## config.mk

```make
export PLATFORM = sky130hd
export DESIGN_NAME = sr_reg_bank
export DESIGN_NICKNAME = d
export VERILOG_FILES = /design/src/rtl/sr_reg_bank.sv
export SDC_FILE = /design/constraint.sdc
export NUM_CORES = 1
export LEC_CHECK = 0
export ABC_AREA = 0
export BUFFER_PORTS_ARGS = -buffer_cell sky130_fd_sc_hd__buf_2
export CAP_MARGIN = 25
export CORE_MARGIN = 5
export CORE_UTILIZATION = 44
export DETAILED_ROUTE_END_ITERATION = 10
export GPL_TIMING_DRIVEN = 0
export HOLD_SLACK_MARGIN = 0.02
export PLACE_DENSITY = 0.83
export SLEW_MARGIN = 20
export SYNTH_ARGS = -nofsm -noshare
export SYNTH_HDL_FRONTEND = slang
export SYNTH_SLANG_ARGS = --single-unit
```

## constraint.sdc

```tcl
create_clock -name clk -period 6.08 [get_ports clk]
set_clock_uncertainty 0.2 [all_clocks]
set_input_delay 0.608 -clock clk [delete_from_list [all_inputs] [get_ports clk]]
set_output_delay 0.608 -clock clk [all_outputs]
set_load 0.005 [all_outputs]
```

## src/rtl/sr_reg_bank.sv

```systemverilog
// ----------------------------------------------------------------------------
// sr_reg_bank
// Bank of WIDTH independent set/reset flip-flops with per-channel input
// inversion, optional rising-edge qualification of the requests, selectable
// set/reset conflict rule and a sticky per-channel "changed" flag.
//
// Parameters
//   WIDTH     : number of channels (1..32)
//   RVAL      : value of o while rst is high
//   SET_INV   : per-channel inversion mask applied to set
//   RESET_INV : per-channel inversion mask applied to reset
//   MODE      : set+reset conflict: 0 clear, 1 set, 2 hold, 3 toggle
//   EDGE      : 0 level-sensitive requests, 1 rising-edge-sensitive
//
// Ports
//   clk          : clock, all state moves on its rising edge
//   rst          : asynchronous active-high reset
//   set          : per-channel set request
//   reset        : per-channel clear request (functional, not rst)
//   clr_changed  : per-channel acknowledge of the changed flag
//   o / o_n      : registered channel state and its complement
//   changed      : sticky flag, set whenever o[i] changes value
//   any_changed  : OR of changed
//   count        : number of ones in o
// ----------------------------------------------------------------------------
module sr_reg_bank #(
    parameter int               WIDTH     = 8,
    parameter logic [WIDTH-1:0] RVAL      = '0,
    parameter logic [WIDTH-1:0] SET_INV   = '0,
    parameter logic [WIDTH-1:0] RESET_INV = '0,
    parameter int               MODE      = 0,
    parameter int               EDGE      = 0
) (
    input  logic                         clk,
    input  logic                         rst,
    input  logic [WIDTH-1:0]             set,
    input  logic [WIDTH-1:0]             reset,
    input  logic [WIDTH-1:0]             clr_changed,
    output logic [WIDTH-1:0]             o,
    output logic [WIDTH-1:0]             o_n,
    output logic [WIDTH-1:0]             changed,
    output logic                         any_changed,
    output logic [$clog2(WIDTH+1)-1:0]   count
);

    localparam int CW = $clog2(WIDTH + 1);

    logic [WIDTH-1:0] r_o;
    logic [WIDTH-1:0] r_changed;
    logic [WIDTH-1:0] r_s_prev;
    logic [WIDTH-1:0] r_r_prev;

    logic [WIDTH-1:0] w_s_lvl;
    logic [WIDTH-1:0] w_r_lvl;
    logic [WIDTH-1:0] w_s;
    logic [WIDTH-1:0] w_r;
    logic [WIDTH-1:0] w_both_val;
    logic [WIDTH-1:0] w_o_next;
    logic [WIDTH-1:0] w_chg_next;
    logic [CW-1:0]    w_count;

    assign w_s_lvl = set   ^ SET_INV;
    assign w_r_lvl = reset ^ RESET_INV;

    // In edge mode a request is only seen on the cycle its effective level
    // rises. The previous-level registers are held at all-ones in reset so an
    // input already active at release never looks like a fresh edge.
    assign w_s = w_s_lvl & ~((EDGE != 0) ? r_s_prev : '0);
    assign w_r = w_r_lvl & ~((EDGE != 0) ? r_r_prev : '0);

    // Next value for channels where both requests are active.
    always_comb begin
        w_both_val = '0;
        case (MODE)
            1:       w_both_val = '1;
            2:       w_both_val = r_o;
            3:       w_both_val = ~r_o;
            default: w_both_val = '0;
        endcase
    end

    assign w_o_next = ( w_s & ~w_r)
                    | (~w_s & ~w_r & r_o)
                    | ( w_s &  w_r & w_both_val);

    // A real change of o always wins over an acknowledge on the same edge.
    assign w_chg_next = (w_o_next ^ r_o) | (r_changed & ~clr_changed);

    always_ff @(posedge clk or posedge rst) begin
        if (rst) begin
            r_o       <= RVAL;
            r_changed <= '0;
            r_s_prev  <= '1;
            r_r_prev  <= '1;
        end else begin
            r_o       <= w_o_next;
            r_changed <= w_chg_next;
            r_s_prev  <= w_s_lvl;
            r_r_prev  <= w_r_lvl;
        end
    end

    always_comb begin
        w_count = '0;
        for (int i = 0; i < WIDTH; i++)
            w_count = w_count + CW'(r_o[i]);
    end

    assign o           = r_o;
    assign o_n         = ~r_o;
    assign changed     = r_changed;
    assign any_changed = |r_changed;
    assign count       = w_count;

endmodule

```

==> run metrics <==
status complete, no violations; setup TNS 0 ns; synthesis-stage register bit count 16; Row Count 15; r2r setup slk 4.97 ns; Critical Path RT 5.27 ns; crit path DAT 2.90 ns; die height 53.8 um; via count 788; TritonCTS Buffers 3; Synth Warn # 0; MaxCap Viol Count 0; fillers 154; Non-Filler Instances 167; sequential area share after synthesis 47.5%; total track usage 15.5%; hpwl dp 1800 um; GR Overflow Total 0; top post-synthesis cells by count 23 x inv_1, 16 x dfrtp_1, 16 x nor2_1; cell family with most CP delay adder cells; top-count cell post-synth inv_1; cells after synthesis 84; Hold-fix buffers, CTS 0; IO Pins 55; Async S/R FF share, synth 100%; Finished Cell Area 1180 um^2; global-route wire length before repair 3220 um; port bufs 54; RSZ-0062 raised after global routing false; Leak 0.000668 uW; Fmax 0.270 GHz; post_cts resized 0; crit-path max cell delay 0.56 ns; Critical-path top delay cell fa_1; Max Root-Sink Buffers 2; number of global-route vias before repair 759; CP Class flip-flop to output port; die area 2890 um^2; Crit Path Max Fanout 5; post-CTS setup buffers 0; vias per inst 4.72; WL/cell 12.8 um; CP Cell Sequence inv_1 -> fa_1 -> fa_1 -> fa_1 -> fa_1 -> xnor2_1 -> buf_2; Synth area leader dfrtp_1; synth unique cells 12; Critical Path End Type output port; Ant. Diodes 0; P&R area growth vs syn 40.1%; synthesized area 843 um^2; Most used DFF post-synth dfrtp_1; post-place instance area 1140 um^2; Synth Net Count 117; CORE AREA 1780 um^2; Worst-path clk slew 0.09 ns; P per Cell Area 235 nW/um^2; clock sinks 16; nets 176; Iteration-0 DRC Markers 22; Min-Delay Path Class primary input to async pin; layout cell share with drive strength beyond 1 40.8%; initial antenna violation count 0; Worst Path Buf+Inv 2; Final Hold Fails 0; Die Wd 53.8 um; gpl congestion 0.778; DRT Pass-1 Iters 4; Worst Setup Start Kind flip-flop; overall routed net length 2130 um; most frequent CP cell fa_1; Final setup viols 0; actual slew at the worst max-slew pin 0.610 ns; H-tree levels 1; antenna violation net count after detailed routing 0; # DRC 0; Avg Cell Area, Syn 10.0 um^2; largest net degree at the start of global routing 17; synth top area cells dfrtp_1 47%, inv_1 10%, a221o_1 9.5%; count of pins over their slew limit 0; Initial Util 47.3%; Tcrit/Tclk final 60.9%; CTS tree built; peak supply drop 0.140 mV; clk_lat worst skew 0.29 ns; crit path time final 3.70 ns; Worst slew margin 59.3%; Placed Cells 163; Yosys top cell area share 47.5%; clock root buffer master clkbuf_4; Finished Core Util 66.2%; EDFF count, synth 0
## where the power goes
part / internal, uW / switching [uW]
registers: 117 / 10.3
clock network: 36.5 / 33.9
logic: 42.3 / 37.9
## through the flow
| stage | power, uW | setup WS, ns | hold slack, ns |
|---|---|---|---|
| after floorplan | 169 | 2.83 | 0.322 |
| after global placement | 206 | 2.72 | 0.326 |
| after detailed placement | 211 | 2.69 | 0.330 |
| after CTS | 282 | 2.36 | 0.193 |
| after global routing | 295 | 2.24 | 0.245 |
| final | 277 | 2.38 | 0.177 |
## layout by cell type, fill, tap and decap left out, drive strengths merged
| master | count |
|---|---|
| dfrtp | 16 |
| a221o | 8 |
| nor4 | 2 |
| clkbuf | 4 |
| buf | 54 |
| nor2b | 1 |
| o21a | 1 |
| ha | 3 |
| nand2 | 1 |
| nor2 | 16 |
| inv | 23 |
| fa | 4 |
| xnor2 | 1 |
| nor3b | 8 |
## routing by layer
layer  vias to the layer above  track usage (%)  wire (um)
li1                        387                -          -
met1                       367             16.3        762
met2                        30             30.0       1190
met3                         4             2.49        151
met4                         0             6.38         30
met5                         -                0          0
## final timing paths
kind	start	end	cells past startpoint
worst min-delay path	rst	changed[4]	2
worst max register to register	o[0]	changed[0]	2
min in group clk	reset[4]	o[4]	2
max in group asynchronous	rst	changed[1]	2
worst max-delay path	o[2]	count[2]	7
worst min register to register	changed[3]	changed[3]	1
## flip-flops by register name, indices dropped and copies added (netlist names)
signal / flops
changed: 8
o: 8
## kinds of logic after synthesis
group	Yosys count	share of synthesized area (%)
flip-flops	16	47.5
buffers and inverters	23	10.2
XOR/XNOR	1	1.04
adder cells (fa/ha/maj)	7	13.9
AO/OA/AOI/OAI	9	10.4
AND/OR/NAND/NOR	28	16.9
## cell type report
| class | instances | area (um^2) | area share, % |
|---|---|---|---|
| Multi-Input combinational cell | 45 | 357 | 30.2 |
| Clock buffer | 4 | 36.3 | 3.07 |
| Timing Repair Buffer | 54 | 270 | 22.9 |
| Inverter | 23 | 86.3 | 7.31 |
| Sequential cell | 16 | 400 | 33.9 |
| Tap cell | 25 | 31.3 | 2.65 |
(Power assumes the default switching activity.)
